`src/rtl/ili9341_pixel_streamer_pkg.sv`:
```
// streamer_pkg: shared state encoding, pixel type and widths for the ILI9341 pixel streamer
package streamer_pkg;
  localparam int ADDR_W = 17;
  localparam int IDX_W = 4;
  typedef logic [15:0] rgb565_t;
  typedef enum logic [2:0] {IDLE, CUR_REQ, CUR_WAIT, FETCH, LOOKUP, SEND, DRAIN} state_t;
endpackage

```
`src/rtl/ili9341_pixel_streamer_if.sv`:
```
// ili9341_pixel_streamer_if: pixel/cursor handshake between the streamer (master) and the ILI9341 driver (slave)
interface ili9341_pixel_streamer_if;
  import streamer_pkg::*;
  rgb565_t pix_data;
  logic pix_clk;
  logic reset_cursor;
  logic busy;
  modport master(output pix_data, pix_clk, reset_cursor, input busy);
  modport slave(input pix_data, pix_clk, reset_cursor, output busy);
endinterface

```
`src/rtl/ili9341_pixel_streamer_palette.sv`:
```
// streamer_palette: 16x16 RGB565 register file, synchronous write, combinational read (old value on same-cycle write)
module streamer_palette
  import streamer_pkg::*;
(
  input  logic             clk_16MHz,
  input  logic             reset,
  input  logic             we,
  input  logic [IDX_W-1:0] waddr,
  input  rgb565_t          wdata,
  input  logic [IDX_W-1:0] raddr,
  output rgb565_t          rdata
);
  rgb565_t mem [2**IDX_W];
  always_ff @(posedge clk_16MHz)
    if (reset) mem <= '{default: '0};
    else if (we) mem[waddr] <= wdata;
  assign rdata = mem[raddr];
endmodule

```
`src/rtl/ili9341_pixel_streamer.sv`:
```
// ili9341_pixel_streamer: raster scan-out through a palette to the ILI9341 driver; STREAMER_PIXEL_DOUBLE_EN enables 2x2 pixel doubling
module ili9341_pixel_streamer
  import streamer_pkg::*;
#(
  parameter int H_RES = 320,
  parameter int V_RES = 240
) (
  input  logic                     clk_16MHz,
  input  logic                     reset,
  input  logic                     enable,
  output logic [ADDR_W-1:0]        fb_addr,
  input  logic [IDX_W-1:0]         fb_data,
  input  logic                     pal_we,
  input  logic [IDX_W-1:0]         pal_addr,
  input  rgb565_t                  pal_wdata,
  ili9341_pixel_streamer_if.master drv,
  output logic                     frame_done
);
  localparam int XW = $clog2(H_RES);
  localparam int YW = $clog2(V_RES);
  state_t state;
  logic [XW-1:0] x, nx;
  logic [YW-1:0] y, ny;
  logic x_last, y_last;
  logic [ADDR_W-1:0] next_addr;
  rgb565_t pal_rdata;
  streamer_palette u_pal (
    .clk_16MHz(clk_16MHz),
    .reset(reset),
    .we(pal_we),
    .waddr(pal_addr),
    .wdata(pal_wdata),
    .raddr(fb_data),
    .rdata(pal_rdata)
  );
  always_comb begin
    x_last = x == XW'(H_RES - 1);
    y_last = y == YW'(V_RES - 1);
    nx = x_last ? '0 : x + 1'b1;
    ny = x_last ? (y_last ? '0 : y + 1'b1) : y;
`ifdef STREAMER_PIXEL_DOUBLE_EN
    next_addr = ADDR_W'(32'(ny >> 1) * (H_RES / 2) + 32'(nx >> 1));
`else
    next_addr = ADDR_W'(32'(ny) * H_RES + 32'(nx));
`endif
  end
  // fb_addr is loaded with the coordinates the next FETCH will use; a frame always starts at (0,0)
  always_ff @(posedge clk_16MHz)
    if (reset) begin
      state <= IDLE;
      x <= '0;
      y <= '0;
      fb_addr <= '0;
      drv.pix_data <= '0;
      drv.pix_clk <= 1'b0;
      drv.reset_cursor <= 1'b0;
      frame_done <= 1'b0;
    end else begin
      frame_done <= 1'b0;
      case (state)
        IDLE: if (enable && !drv.busy) begin
          state <= CUR_REQ;
          drv.reset_cursor <= 1'b1;
        end
        CUR_REQ: if (drv.busy) begin
          state <= CUR_WAIT;
          drv.reset_cursor <= 1'b0;
        end
        CUR_WAIT: if (!drv.busy) begin
          state <= FETCH;
          fb_addr <= '0;
        end
        FETCH: state <= LOOKUP;
        LOOKUP: begin
          state <= SEND;
          drv.pix_data <= pal_rdata;
          drv.pix_clk <= 1'b1;
        end
        SEND: if (drv.busy) begin
          state <= DRAIN;
          drv.pix_clk <= 1'b0;
        end
        DRAIN: if (!drv.busy) begin
          x <= nx;
          y <= ny;
          fb_addr <= next_addr;
          if (x_last && y_last) begin
            frame_done <= 1'b1;
            state <= enable ? CUR_REQ : IDLE;
            drv.reset_cursor <= enable;
          end else state <= FETCH;
        end
        default: state <= IDLE;
      endcase
    end
endmodule
```
`src/flat_wrapper.sv`:
```
// flat-port wrapper written by rule: the top's interface ports become plain ports
module ili9341_pixel_streamer_flat import streamer_pkg::*;
#(
  parameter int H_RES = 320,
  parameter int V_RES = 240
)
  (clk_16MHz, reset, enable, fb_addr, fb_data, pal_we, pal_addr, pal_wdata, frame_done, drv_pix_data, drv_pix_clk, drv_reset_cursor, drv_busy);
  ili9341_pixel_streamer_if drv_i ();
  input  logic clk_16MHz;
  input  logic reset;
  input  logic enable;
  output logic [ADDR_W-1:0] fb_addr;
  input  logic [IDX_W-1:0] fb_data;
  input  logic pal_we;
  input  logic [IDX_W-1:0] pal_addr;
  input  rgb565_t pal_wdata;
  output logic frame_done;
  output wire logic [$bits(drv_i.pix_data)-1:0] drv_pix_data;
  output wire logic [$bits(drv_i.pix_clk)-1:0] drv_pix_clk;
  output wire logic [$bits(drv_i.reset_cursor)-1:0] drv_reset_cursor;
  input wire logic [$bits(drv_i.busy)-1:0] drv_busy;
  assign drv_pix_data = drv_i.pix_data;
  assign drv_pix_clk = drv_i.pix_clk;
  assign drv_reset_cursor = drv_i.reset_cursor;
  assign drv_i.busy = drv_busy;
  ili9341_pixel_streamer #(.H_RES(H_RES), .V_RES(V_RES)) u_core (.clk_16MHz(clk_16MHz), .reset(reset), .enable(enable), .fb_addr(fb_addr), .fb_data(fb_data), .pal_we(pal_we), .pal_addr(pal_addr), .pal_wdata(pal_wdata), .drv(drv_i), .frame_done(frame_done));
endmodule
```
`config.mk`:
```
export PLATFORM = sky130hd
export DESIGN_NAME = ili9341_pixel_streamer_flat
export DESIGN_NICKNAME = d
export VERILOG_FILES = /design/src/rtl/ili9341_pixel_streamer_pkg.sv /design/src/rtl/ili9341_pixel_streamer_if.sv /design/src/rtl/ili9341_pixel_streamer_palette.sv /design/src/rtl/ili9341_pixel_streamer.sv /design/src/flat_wrapper.sv
export SDC_FILE = /design/constraint.sdc
export NUM_CORES = 1
export LEC_CHECK = 0
export CORE_MARGIN = 3
export CORE_UTILIZATION = 35
export DETAILED_ROUTE_END_ITERATION = 8
export GPL_ROUTABILITY_DRIVEN = 0
export SLEW_MARGIN = 0
export SYNTH_ARGS = -nofsm -noshare
export SYNTH_HDL_FRONTEND = slang
export SYNTH_SLANG_ARGS = --single-unit
export TNS_END_PERCENT = 50
```
`constraint.sdc`:
```
create_clock -name clk_16MHz -period 11.89 [get_ports clk_16MHz]
set_input_delay 1.189 -clock clk_16MHz [delete_from_list [all_inputs] [get_ports clk_16MHz]]
set_output_delay 1.189 -clock clk_16MHz [all_outputs]
set_load 0.01 [all_outputs]
```
; Word-level counts from Yosys, hierarchy flattened
; Index checks and enable logic that the tools add are counted.
[word_totals]
regBits = 312
inputBits = 29
[classes]
n_lt_le_gt_ge = 3
addsub = 3
mux = 27
n_eq_ne = 14
n_reduce_logical = 14
bitwise_logic = 4
multipliers = 1
[op_table]
columns = operator, n
row1 = bitwise mux 256 bit, 1
row2 = binary-select mux 16 bit (select 4 bit), 1
row3 = demux 16 bit (select 4 bit), 1
row4 = 2-to-1 mux 16 bit, 3
row5 = 2-to-1 mux 17 bit, 2
row6 = one-hot mux 17 bit (2 select lines), 1
row7 = one-hot mux 3 bit (7 select lines), 1
row8 = 2-to-1 mux 3 bit, 6
row9 = adder 17 x 9 -> 17 bit, 1
row10 = 2-to-1 mux 8 bit, 2
row11 = "multiplier 8 x 3 -> 11 bit, second input constant", 1
row12 = "greater-or-equal comparator 5 bit, second input constant", 2
row13 = NOT 4 -> 5 bit, 2
row14 = AND reduction 5 bit, 2
row15 = "adder 9 x 1 -> 9 bit, second input constant", 1
row16 = "equality test 3 bit, second input constant", 3
row17 = "equality test 9 bit, second input constant", 1
row18 = 2-to-1 mux 9 bit, 1
row19 = "adder 8 x 1 -> 8 bit, second input constant", 1
row20 = "equality test 8 bit, second input constant", 1
row21 = "!= test 2 bit, second input constant", 4
row22 = "equality test 3 x 2 -> 1 bit, second input constant", 2
row23 = 2-to-1 mux 1 bit, 6
row24 = "< comparator 5 x 1 -> 1 bit, second input constant", 1
row25 = 13 further kinds, 19

; Logic depth before layout (Yosys ltp)
[depth]
word_depth = 7
ltp_mapped = 16

; Cells and area by module
; Synthesis repeated with hierarchy kept, for this count alone.
[hier_totals]
hier_cells = 1738
hier_area_um2 = 14848.0
[modules_own_cells]
columns = mod, cells_per_inst, area_per_inst_um2, n_inst, seq_area_each_um2
row1 = streamer_palette, 1358, 11816.3, 1, 5124.9
row2 = ili9341_pixel_streamer, 380, 3031.7, 1, 1121.1

; Least setup slack after synthesis
; Ideal clock, no wire load.
[synth_timing]
kind = reg-to-reg
startpoint = register u_core.x[0]
endpoint = register u_core.fb_addr[16]
stages_incl_launch_ff = 17
arrival_ns = 3.664
required_time_ns = 11.816
slack_ns = 8.152
path_buffers = 1
cell_sequence = dfxtp_1 ha_1 nand3_2 or3_1 buf_6 nor2_4 xnor2_1 nor2_1 ha_1 ha_1 fa_1 xor2_1 nand4_1 nand3b_1 nor4_1 or3b_1 a31oi_1
[synth_between]
elab_chain_len = 6
elab_cells_between_ends = 8
classes_between = add/sub (2) / mul (1) / eq/ne (1) / mux (4)
[synth_rtl]
columns = element, line_no
row1 = from (decl), ili9341_pixel_streamer.sv:22  ; logic [XW-1:0] x, nx;
row2 = from (signal assigned), ili9341_pixel_streamer.sv:84  ; x <= nx;
row3 = equality test 9 bit, ili9341_pixel_streamer.sv:37  ; x_last = x == XW'(H_RES - 1);
row4 = 2-to-1 mux 8 bit, ili9341_pixel_streamer.sv:40  ; ny = x_last ? (y_last ? '0 : y + 1'b1) : y;
row5 = via u_core.ny[3], ili9341_pixel_streamer.sv:23  ; logic [YW-1:0] y, ny;
row6 = multiplier 8 x 3 -> 11 bit, ili9341_pixel_streamer.sv:44  ; next_addr = ADDR_W'(32'(ny) * H_RES + 32'(nx));
row7 = adder 17 x 9 -> 17 bit, ili9341_pixel_streamer.sv:44
row8 = 2-to-1 mux 17 bit, ili9341_pixel_streamer.sv:83  ; DRAIN: if (!drv.busy) begin
row9 = one-hot mux 17 bit (2 select lines), ili9341_pixel_streamer.sv:60  ; case (state)
row10 = to (signal assigned), ili9341_pixel_streamer.sv:86  ; fb_addr <= next_addr;
row11 = to (decl), ili9341_pixel_streamer.sv:11  ; output logic [ADDR_W-1:0] fb_addr,
; The timed path passes the listed nets, and every way through them passes these cells. The select of a mux whose other input is x is not followed.
; A chain may end at the register's enable or synchronous reset.

; Worst setup path after layout
; Same ends and word-level chain as after synthesis.

==> results.toml <==
[status]
status = "completed"

[clocking]
ctsHoldBuffers = 0
cts_buffers = 35
cts_sinks = 312
cts_tree = "yes"
cts_htree_levels = 2
cts.clk_slew.worst_paths_ps = 50
post_cts_resize_count = 0
root_buffer = "clkbuf_16"
postCtsSetupBuffers = 0
clk_latency_ps = 520
clock_path_buffers = 3

[cells_and_area]
final_common_cell = "nand2_1"
final_cell_mix = "nand2_1, dfxtp_1, a21oi_1, mux4_2, clkdlybuf4s50_1"
syn_to_final_growth_pct = 15.0
n_fill_cell = 3833
instances_no_fill = 2175
final_nets = 1678
drive_above_1_share = 0.112

[yosys]
ys_seq_area_frac = 0.450
yosys.area.top_type = "dfxtp_1"
yosys-top-cells-area = "dfxtp_1, nand2_1, mux4_2, a21oi_1, clkbuf_1"
yosysTopAreaCellShare = 0.450
syn_inst = 1648
syn_area_per_cell_um2 = 8.41
synth_cell_types = 57
async_flop_share = 0
ys_warn_count = 0
syn_nets = 1696
synthFlopType = "dfxtp_1"
synth_edf_count = 0
ys_ff_latch = 312
syn_area_um2 = 13900

[route]
dr.first_iter.drc_count = 936
vias = 11500
drc = 0
first_pass_iters = 7
drt_wl_total_um = 39700
wl_per_cell_um = 18.3
drtAntennaViolNets = 0
vias_per_cell = 5.30

[floorplanning]
chipWidth_um = 205
die_area_um2 = 42000
row_count = 72
initial_core_util = 0.356
pin_count = 65
coreArea_um2 = 38900
die_y_um = 205

[timing]
slew_headroom = 0.172
fin_crit_sh = 0.356
worst_pin_slew_ps = 1240
finalWorstSetupSlack_ps = 7650
fmax_mhz = 236
fin_crit_ps = 4240
finalSetupViolCount = 0
rsz0062_at_grt = "no"
hold_viol_final = 0
setup_tns_ps = 0
report.final.slew_viol_count = 0
finalHoldWorstSlack_ps = 449
skew_ps = 17.9

[global_routing]
grt_use_total = 0.186
grt_remaining_overflow = 0
grt_pass1_vias = 11100
antenna_found_initial = 3
grt_max_degree = 110
grt_pass1_wl_um = 62500

[setup_path]
critical_path_arrival_ps = 4670
startpoint_type = "flip-flop"
worstPathMaxFanout = 6
required_ps = 12320
worstSetupEndpointType = "flip-flop"
worstSetupPathType = "reg -> reg"

[hold_path]
hold_class = "reg -> reg"

[placement]
hpwlAfterDp_um = 25100
place_worst_setup_slack_ps = 7690
io_buffers = 64
dp.cells = 2111

[power_and_ir_drop]
power-per-cell-area_nw_per_um2 = 143
p_leak_nw = 5.17
ir_drop_mv = 0.0980

[run]
max_cap_viol_count = 0
-- report_power, final --
part / total, mW / switching (mW) / leakage (nW) / internal (mW)
Sequential: 1.06 / 0.00689 / 2.52 / 1.06
Combinational: 0.118 / 0.0797 / 2.08 / 0.0382
Clock: 1.10 / 0.447 / 0.581 / 0.658
Total: 2.29 / 0.533 / 5.17 / 1.75
-- path summary, 6_finish.rpt --
path / start / end / slack (ps) / depth (start not counted)
max: u_core.x[0]$_SDFFE_PP0P_ / u_core.fb_addr[16]$_SDFFE_PP0P_ / 7650 / 15
min: u_core.fb_addr[11]$_SDFFE_PP0P_ / u_core.fb_addr[11]$_SDFFE_PP0P_ / 450 / 2
max reg2reg: u_core.x[0]$_SDFFE_PP0P_ / u_core.fb_addr[16]$_SDFFE_PP0P_ / 7650 / 15
min reg2reg: u_core.fb_addr[11]$_SDFFE_PP0P_ / u_core.fb_addr[11]$_SDFFE_PP0P_ / 450 / 2
-- routing by layer --
layer  up-vias  part of all wire  global-route usage
li1       5555                 -                   -
met1      5551              0.42               0.243
met2       361              0.49               0.319
met3        57             0.065              0.0310
met4         2             0.022              0.0510
met5         -           0.00023                   0
-- layout make-up --
cell class / instances / area (um^2) / area share
diodes: 2 / 5.00 / 0.000314
clock buffers: 49 / 1040 / 0.0652
inverters: 9 / 33.8 / 0.00212
well taps: 518 / 648 / 0.0406
repair buffers: 79 / 753 / 0.0472
clock inverters: 13 / 146 / 0.00918
multi-input cells: 1193 / 7080 / 0.444
flip-flops and latches: 312 / 6250 / 0.392
-- per-stage QoR --
step | power [mW] | utilization | cell area, um^2
global route | 2.36 | 0.410 | 16000
floorplan | 1.17 | - | 13900
CTS | 2.30 | 0.410 | 15900
finish | 2.29 | 0.410 | 16000
global placement | 1.20 | 0.379 | 14800
detailed placement | 1.21 | 0.379 | 14800
-- logic make-up after synthesis --
group | share of synthesized area
AND/OR/NAND/NOR | 0.211
multiplexers | 0.131
adder cells (fa/ha/maj) | 0.0182
AO/OA/AOI/OAI | 0.134
flip-flops | 0.450
XOR/XNOR | 0.0130
buffers and inverters | 0.0420
-- cells in the mapped netlist (3+ instances only) --
master      n
nor2b_1     4
xnor2_1     9
xor2_1      9
nor4_1      4
ha_1       17
o21ai_0    17
buf_2      19
nand4_1     4
dfxtp_1   312
mux4_2     80
buf_6       3
a21oi_1   311
nand3b_1    3
nand2_1   594
clkbuf_1  102
inv_1       8
a22oi_1     5
nor2_1     39
nor3_1      9
nand4b_1    3
or3_1       7
nand3_2     3
a31oi_1     4
or2_2       3
nand3_1    24
buf_1      10
nor3_2      3
a21o_1      7
-- worst max-delay path: stages, from the launching register on --
cell      delay, ps
dfxtp_1         380
ha_1            260
nand3_2         140
or3_1           550
nor2_4          210
xnor2_1         130
nor2_1           80
ha_1            320
ha_1            220
fa_1            410
xor2_1          250
nand4_1         160
nand3b_1        240
nor4_1          250
or3b_1          390
a31oi_1         150
-- flip-flops by register name, summed over array words and instances, names as in the netlist --
signal                   cells
u_core.u_pal.mem           256
u_core.fb_addr              17
u_core.drv.pix_data         16
u_core.x                     9
u_core.y                     8
u_core.state                 3
u_core.drv.pix_clk           1
u_core.drv.reset_cursor      1
u_core.frame_done            1
(Power assumes the default switching activity.)
